<file path="src/rtl/mem_stage_cached.sv">
// MEM stage: direct-mapped write-through/allocate cache, posted write FIFO, req/ack memory port.
// Latency 1 cycle on hits; read misses and stores into a full FIFO freeze the pipeline.
module mem_stage_cached #(
    parameter int DATA_W     = 16,
    parameter int ADDR_W     = 16,
    parameter int DEST_W     = 3,
    parameter int IDX_W      = 6,
    parameter int WBUF_DEPTH = 4,
    parameter int CNT_W      = 16
) (
    input  logic              clk,
    input  logic              rst,
    input  logic              flush,
    input  logic [ADDR_W-1:0] in_addr,
    input  logic [DATA_W-1:0] in_wdata,
    input  logic              in_mem_wr,
    input  logic              in_mem_rd,
    input  logic              in_wb_en,
    input  logic [DEST_W-1:0] in_dest,
    input  logic              cache_inv,
    output logic [ADDR_W-1:0] out_addr,
    output logic [DATA_W-1:0] out_rdata,
    output logic              out_mem_rd,
    output logic              out_wb_en,
    output logic [DEST_W-1:0] out_dest,
    output logic [DEST_W-1:0] mem_op_dest,
    output logic              freeze,
    output logic              hit,
    output logic              mem_req,
    output logic              mem_we,
    output logic [ADDR_W-1:0] mem_addr,
    output logic [DATA_W-1:0] mem_wdata,
    input  logic [DATA_W-1:0] mem_rdata,
    input  logic              mem_ack,
    output logic [CNT_W-1:0]  hit_count,
    output logic [CNT_W-1:0]  miss_count
);
    localparam int LINES = 1 << IDX_W;
    localparam int TAG_W = ADDR_W - IDX_W;
    localparam int PTR_W = $clog2(WBUF_DEPTH);
    localparam logic [PTR_W:0] FULL_CNT = (PTR_W+1)'(WBUF_DEPTH);

    typedef enum logic [1:0] {IDLE, READ, WRITE} state_t;
    state_t state, state_next;

    logic [LINES-1:0]  valid;
    logic [TAG_W-1:0]  tag_mem  [LINES];
    logic [DATA_W-1:0] data_mem [LINES];
    logic [ADDR_W-1:0] wbuf_addr [WBUF_DEPTH];
    logic [DATA_W-1:0] wbuf_data [WBUF_DEPTH];
    logic [PTR_W-1:0]  rd_ptr, wr_ptr;
    logic [PTR_W:0]    count;
    logic              refill;

    logic [IDX_W-1:0]  idx, fill_idx;
    logic [TAG_W-1:0]  tag, fill_tag;
    logic              rd_miss, full, empty, accept, push, pop, fill;
    logic              req_next, we_next;
    logic [ADDR_W-1:0] maddr_next;
    logic [DATA_W-1:0] mwdata_next;

    assign idx      = in_addr[IDX_W-1:0];
    assign tag      = in_addr[ADDR_W-1:IDX_W];
    assign fill_idx = mem_addr[IDX_W-1:0];
    assign fill_tag = mem_addr[ADDR_W-1:IDX_W];

    assign hit         = valid[idx] && (tag_mem[idx] == tag);
    assign rd_miss     = in_mem_rd && !hit;
    assign full        = (count == FULL_CNT);
    assign empty       = (count == '0);
    assign freeze      = rd_miss || (in_mem_wr && full);
    assign accept      = !freeze;
    assign push        = accept && in_mem_wr;
    assign pop         = (state == WRITE) && mem_ack;
    assign fill        = (state == READ) && mem_ack;
    assign mem_op_dest = in_wb_en ? in_dest : '0;

    // Reads wait for an empty FIFO so the SRAM never returns stale data.
    always_comb begin
        state_next  = state;
        req_next    = mem_req;
        we_next     = mem_we;
        maddr_next  = mem_addr;
        mwdata_next = mem_wdata;
        case (state)
            IDLE: begin
                if (rd_miss && empty) begin
                    state_next = READ;
                    req_next   = 1'b1;
                    we_next    = 1'b0;
                    maddr_next = in_addr;
                end else if (!empty) begin
                    state_next  = WRITE;
                    req_next    = 1'b1;
                    we_next     = 1'b1;
                    maddr_next  = wbuf_addr[rd_ptr];
                    mwdata_next = wbuf_data[rd_ptr];
                end
            end
            READ, WRITE: begin
                if (mem_ack) begin
                    state_next = IDLE;
                    req_next   = 1'b0;
                end
            end
            default: state_next = IDLE;
        endcase
    end

    always_ff @(posedge clk) begin
        if (rst) begin
            state     <= IDLE;
            mem_req   <= 1'b0;
            mem_we    <= 1'b0;
            mem_addr  <= '0;
            mem_wdata <= '0;
        end else begin
            state     <= state_next;
            mem_req   <= req_next;
            mem_we    <= we_next;
            mem_addr  <= maddr_next;
            mem_wdata <= mwdata_next;
        end
    end

    always_ff @(posedge clk) begin
        if (rst) begin
            rd_ptr <= '0;
            wr_ptr <= '0;
            count  <= '0;
        end else begin
            if (push) wr_ptr <= wr_ptr + 1'b1;
            if (pop)  rd_ptr <= rd_ptr + 1'b1;
            case ({push, pop})
                2'b10:   count <= count + 1'b1;
                2'b01:   count <= count - 1'b1;
                default: count <= count;
            endcase
        end
    end

    always_ff @(posedge clk) begin
        if (push) begin
            wbuf_addr[wr_ptr] <= in_addr;
            wbuf_data[wr_ptr] <= in_wdata;
        end
    end

    // Tag/data need no reset; the valid bits alone decide a hit.
    always_ff @(posedge clk) begin
        if (fill) begin
            tag_mem[fill_idx]  <= fill_tag;
            data_mem[fill_idx] <= mem_rdata;
        end
        if (push) begin
            tag_mem[idx]  <= tag;
            data_mem[idx] <= in_wdata;
        end
    end

    always_ff @(posedge clk) begin
        if (rst || cache_inv) begin
            valid <= '0;
        end else begin
            if (fill) valid[fill_idx] <= 1'b1;
            if (push) valid[idx]      <= 1'b1;
        end
    end

    always_ff @(posedge clk) begin
        if (rst) begin
            out_addr   <= '0;
            out_rdata  <= '0;
            out_mem_rd <= 1'b0;
            out_wb_en  <= 1'b0;
            out_dest   <= '0;
        end else if (accept) begin
            if (flush) begin
                out_addr   <= '0;
                out_rdata  <= '0;
                out_mem_rd <= 1'b0;
                out_wb_en  <= 1'b0;
                out_dest   <= '0;
            end else begin
                out_addr   <= in_addr;
                out_rdata  <= in_mem_rd ? data_mem[idx] : '0;
                out_mem_rd <= in_mem_rd;
                out_wb_en  <= in_wb_en;
                out_dest   <= in_dest;
            end
        end
    end

    // The load retiring right after a refill was already counted as a miss.
    always_ff @(posedge clk) begin
        if (rst) begin
            refill     <= 1'b0;
            hit_count  <= '0;
            miss_count <= '0;
        end else begin
            if (fill) begin
                refill <= 1'b1;
                if (miss_count != {CNT_W{1'b1}}) miss_count <= miss_count + 1'b1;
            end else if (accept && in_mem_rd) begin
                refill <= 1'b0;
                if (!refill && hit_count != {CNT_W{1'b1}}) hit_count <= hit_count + 1'b1;
            end
        end
    end
endmodule

</file>
<file path="config.mk">
export PLATFORM = sky130hd
export DESIGN_NAME = mem_stage_cached
export DESIGN_NICKNAME = d
export VERILOG_FILES = /design/src/rtl/mem_stage_cached.sv
export SDC_FILE = /design/constraint.sdc
export NUM_CORES = 2
export LEC_CHECK = 0
export BUFFER_PORTS_ARGS = -buffer_cell sky130_fd_sc_hd__buf_2
export CAP_MARGIN = 20
export CORE_MARGIN = 5
export CORE_UTILIZATION = 26
export DETAILED_ROUTE_END_ITERATION = 8
export GPL_ROUTABILITY_DRIVEN = 0
export HOLD_SLACK_MARGIN = 0.12
export PLACE_DENSITY = 0.49
export SLEW_MARGIN = 20
export SYNTH_ARGS = -nofsm -noshare
export SYNTH_HDL_FRONTEND = slang
export SYNTH_SLANG_ARGS = --single-unit
</file>
<file path="constraint.sdc">
create_clock -name clk -period 7.08 [get_ports clk]
set_input_delay 1.062 -clock clk [delete_from_list [all_inputs] [get_ports clk]]
set_output_delay 1.062 -clock clk [all_outputs]
set_load 0.05 [all_outputs]
</file>
* Yosys cells after proc, flatten, opt, wreduce, memory -nomap -nowiden
Memories as Yosys holds them, arrays and structs flattened. A register that Yosys moved wholly into a read port is not among the register bits.
Index checks and enable logic that the tools add are counted.
** Operators by class
- Magnitude comparators :: 4
- Mux-type cells :: 36
- Div/mod/pow operators :: 0
- Bitwise operators :: 5
- Reduce and logical (&&, ||, !) cells :: 28
- Equal/unequal tests :: 11
- Shifts and indexed selects :: 0
- $add $sub $neg :: 6
- Multiply operators :: 0
** Operators with widths (count)
- $mux 64 :: 3
- $or 64x64->64 :: 2
- $mux 16 :: 5
- $add 16x1->16 const B :: 2
- $ne 16x16->1 const B :: 2
- $mux 1 :: 15
- $lt 6x7->1 const B :: 2
- $demux 1 s6 :: 2
- $ge 6x1->1 const B :: 2
- $logic_and 1x1->1 :: 11
- $eq 10x10->1 :: 1
- $mux 2 :: 5
- $reduce_and 3->1 :: 3
- $bmux 1 s6 :: 1
- $mux 3 :: 2
- $pmux 3 s2 :: 1
- $reduce_and 2->1 :: 3
- $reduce_bool 2->1 :: 3
- $add 2x1->2 const B :: 2
- $eq 2x1->1 const B :: 2
- $eq 2x2->1 const B :: 2
- $pmux 2 s2 :: 1
- $add 3x1->3 const B :: 1
- $eq 3x3->1 const B :: 1
- other kinds (11) :: 16
** Storage, ports and cells
- ROM bits :: 0
- Word-level logic and storage cells :: 110
- Input bits :: 59
- Output and inout bits :: 108
- Flip-flop bits (word level) :: 161
- Latch bits :: 0
- Memories kept :: 4
- Bits in writable memories :: 1792
** Memories
- data_mem :: words 64, width 16, read ports 1, clocked after Yosys merged registers in 0, write ports 2, RTL line 48 : logic [DATA_W-1:0] data_mem [LINES];
- tag_mem :: words 64, width 10, read ports 1, clocked after Yosys merged registers in 0, write ports 2, RTL line 47 : logic [TAG_W-1:0] tag_mem [LINES];
- wbuf_addr :: words 4, width 16, read ports 1, clocked after Yosys merged registers in 1, write ports 1, RTL line 49 : logic [ADDR_W-1:0] wbuf_addr [WBUF_DEPTH];
- wbuf_data :: words 4, width 16, read ports 1, clocked after Yosys merged registers in 1, write ports 1, RTL line 50 : logic [DATA_W-1:0] wbuf_data [WBUF_DEPTH];

* Longest topological paths before layout
- Depth after elaboration :: 10
- Gate-level depth with buffers :: 21
- Gate-level depth less buffers :: 16

* Least setup slack after synthesis
Ideal clock, no wire load.
- Path type :: input to register
- From :: in in_addr[1]
- To :: mem data_mem[4][0] (enable)
- Setup time :: 0.445 ns
- Required time :: 6.635 ns
- Stages on the path :: 15
- Slack :: 0.690 ns
- Arrival :: 5.945 ns
- Path buffers :: 5
- Cells stage by stage :: buf_2 > buf_4 > buf_2 > buf_2 > mux2i_1 > nand2_1 > and3_1 > a2111oi_0 > a21o_1 > nand3_1 > a2111oi_0 > a41o_1 > clkbuf_1 > nand2_1 > o21ai_0
** RTL lines
- start, declared :: RTL line 14 : input logic [ADDR_W-1:0] in_addr,
- end, declared :: RTL line 48

* Final worst setup path
- From :: in in_addr[5]
- To :: out freeze
** Between the ends
- Word-level cells in the longest chain between the ends :: 6
- Elaborated cells on any way between the ends :: 8
- Classes of those cells :: eq/ne (1); mux (2); reduce/logical (4); memory (1)
** Ends and longest elaborated chain
- $mem_v2 64x10 / $bmux 1 s6 (equally long branches)
- $eq 10x10->1 / $mux 1 (equally long branches) :: RTL line 67 : assign hit = valid[idx] && (tag_mem[idx] == tag);
- $logic_and 1x1->1 * :: RTL line 67
- $logic_not 1->1 * :: RTL line 68 : assign rd_miss = in_mem_rd && !hit;
- $logic_and 1x1->1 * :: RTL line 68
- $logic_or 1x1->1 * :: RTL line 71 : assign freeze = rd_miss || (in_mem_wr && full);
- end, declared :: RTL line 27 : output logic freeze,
Every way passes the cells marked *; elsewhere a longest branch is shown, timed or not. The select of a mux whose other input is x is not followed.

==> impl_metrics.json <==
{
  "routed_wl_um": 414000,
  "yosys.area.top_type": "edfxtp_1",
  "drv_cap": 0,
  "fp.dieArea_um2": 386000,
  "yosysMostFrequentCell": "edfxtp_1",
  "critPathArrivalTime_ps": 5460,
  "yosys_warnings": 0,
  "hp-class": "reg2reg",
  "hold_path_depth": 2,
  "cts_num_sinks": 1971,
  "ys_top_cells_by_area": "edfxtp_1, mux2_2, dfxtp_1",
  "crit_slowest_cell": "a2111oi_0",
  "cts-root-buf": "clkbuf_16",
  "max_stage_delay_ps": 960,
  "min_period_over_period_pct": 92.1,
  "worst_slew_pin_slew_ps": 1470,
  "critical_path_class": "in2out",
  "pin_count": 167,
  "vias": 64965,
  "viasPerCell": 5.51,
  "rsz0062_at_grt": "no",
  "synthesis.area_um2": 97100,
  "p_leak_nw": 37.5,
  "syn_inst": 6612,
  "crit_path_max_fanout": 20,
  "synth.net_count": 6682,
  "ir_worst_vdd_mv": 0.223,
  "first_global_vias": 63521,
  "overflow": 0,
  "async_reset_ff_share_pct": 0,
  "fin_setup_tns_ps": 0,
  "htreeDepth": 4,
  "synth_common_cells": "edfxtp_1, mux2_2, clkbuf_1, a22oi_1, nand2_1",
  "ys_seq_area_share_pct": 59.1,
  "worst_slack_ps": 558,
  "core_um2": 372000,
  "dp_slack_ps": 659,
  "fillers": 37171,
  "synth-seq-cells": 1971,
  "port_buffers": 166,
  "slew_violations": 0,
  "areaGrowthSynthToFinish_pct": 17.0,
  "reg2reg_depth": 17,
  "critPathLaunchType": "input port",
  "fin_nets": 6681,
  "cp.required_ps": 6020,
  "grt_pass1_wl_um": 562000,
  "crit_path_frequent_cell": "buf_2",
  "power.density_nw_per_um2": 257,
  "synthDistinctLibCells": 84,
  "clkLatencyLatePin_ps": 960,
  "post_drt_wl_per_cell_um": 35.1,
  "clk_path_buf_depth": 4,
  "dp_hpwl_um": 255000,
  "endpoint_kind": "output port",
  "drtAntennaViolNets": 0,
  "status": "finished clean",
  "clkTransAtPathRegs_ps": 60,
  "finClkSkew_ps": 124,
  "rows": 224,
  "setup_violations": 0,
  "fp.dieH_um": 621,
  "timing.fmax_mhz": 153,
  "max-slew-margin-rel_pct": 2.19,
  "synth_ff_type": "edfxtp_1",
  "grt_max_degree": 74,
  "initial_core_util_pct": 26.1,
  "drc": 0,
  "drt_iter0_markers": 8904,
  "synth_edf_count": 1792,
  "seqCellArea_um2": 57400,
  "cts_tree": "built",
  "hold_viol_final": 0,
  "grt_antenna_before_repair": 51,
  "yosys.area.top_type_share_pct": 55.4,
  "cts_hold_buf": 0,
  "ctsResizeCount": 0,
  "cp_cell_sequence": "buf_2 > nand3b_1 > buf_4 > nor3_1 > a2111oi_0 > a32o_1 > a21oi_1 > nand4b_1 > nor4_4 > a31oi_4 > buf_2",
  "grt_use_total_pct": 20.6,
  "synth.avg_cell_area_um2": 14.7,
  "cts_made_buffers": 230,
  "drtPass1Iterations": 6,
  "multi_input_area_um2": 36900,
  "fp.dieW_um": 621,
  "drive_gt1_share_pct": 42.9,
  "post-route-min-period_ps": 6520,
  "post_cts_buffers": 0
}
[metrics by stage]
| stage | std cells | hold slack, ps | instance area (um2) | utilization [%] | power [mW] |
|---|---|---|---|---|---|
| 5_1_grt | 11774 | 468 | 114000 | 30.5 | 30.0 |
| 3_5_place_dp | 11351 | 445 | 106000 | 28.6 | 17.7 |
| 6_report | 11786 | 451 | 114000 | 30.5 | 29.2 |
| 4_1_cts | 11768 | 452 | 114000 | 30.5 | 29.3 |
| 2_1_floorplan | 6612 | 435 | 97100 | - | 16.1 |
| 3_3_place_gp | 11350 | 437 | 106000 | 28.6 | 17.6 |
[path summary, 6_finish.rpt]
kind / from / to / slack, ps
setup / recovery: in_addr[5] / freeze / 560
hold / removal: out_addr[4] / out_addr[4] / 450
setup reg to reg: tag_mem[14][1] / count[2] / 1990
hold reg to reg: out_addr[4] / out_addr[4] / 450
[routing by layer]
layer  vias to the layer above  track usage (%)  share of wire [%]
li1                      26137                -                  -
met1                     34744             27.5                 41
met2                      3323             32.8                 46
met3                       743             3.85                8.4
met4                        18             8.66                4.9
met5                         -                0              0.027
[report_power, final]
part,internal [mW],total (mW),switching [mW]
registers,13.2,13.3,0.122
logic,1.58,4.24,2.67
clock network,6.72,11.7,4.99
[layout by cell type (no fill, tap or decap), types with 17 or more instances in the layout]
cell,n
edfxtp_1,1792
mux2_2,1660
a22oi_1,391
buf_4,290
nand2_1,245
clkbuf_16,232
dfxtp_1,169
mux4_2,155
buf_2,149
nor2_1,146
buf_12,140
a21oi_1,113
mux2i_1,104
a221oi_1,97
nor3_1,86
clkbuf_1,68
o21a_1,62
a22o_1,60
a31oi_4,48
a31oi_1,41
nand3_1,40
clkinv_1,40
nand4_1,39
a41oi_1,37
o21ai_0,35
mux2_1,33
clkinv_2,31
and2_1,23
o22ai_1,21
nand2_2,21
or3b_2,20
clkbuf_8,20
diode_2,18
a31o_2,17
o221a_2,17
[registers in the layout, summed over array words and instances, names as in the netlist, 2 cells and up, named ones only]
signal      cells
count           3
mem_wdata      16
rd_ptr          2
out_dest        3
valid          64
data_mem     1024
out_addr       16
tag_mem       640
hit_count      16
state           2
wr_ptr          2
wbuf_data      64
wbuf_addr      64
out_rdata      16
mem_addr       16
miss_count     16
[final cells by class]
| type | count | share of cell area (%) |
|---|---|---|
| Sequential cell | 1971 | 50.5 |
| Antenna cell | 18 | 0.0396 |
| Clock inverter | 98 | 0.839 |
| Clock buffer | 319 | 5.56 |
| Timing Repair Buffer | 582 | 5.07 |
| Multi-Input combinational cell | 3807 | 32.5 |
| Tap cell | 4972 | 5.47 |
| Inverter | 19 | 0.0627 |
[cells by family (layout without fill, tap and decap cells)]
family / count (synthesis) / after routing / synth area share (%)
AOI/OAI and AO/OA: 1067 / 1067 / 8.89
xor gates and xnor gates: 17 / 17 / 0.153
adders and majority gates: 11 / 11 / 0.149
buffers and inverters: 834 / 1018 / 3.59
DFF: 1971 / 1971 / 59.1
muxes: 1952 / 1952 / 24.3
other: 0 / 18 / 0
and+or+nand+nor: 760 / 760 / 3.85
[worst max-delay path, delay by kind of cell]
family / cells / cell delay [ps]
buf+inv: 3 / 1380
compound gates: 4 / 1600
simple gates: 4 / 1330
Power figures use the tool's default switching activity.
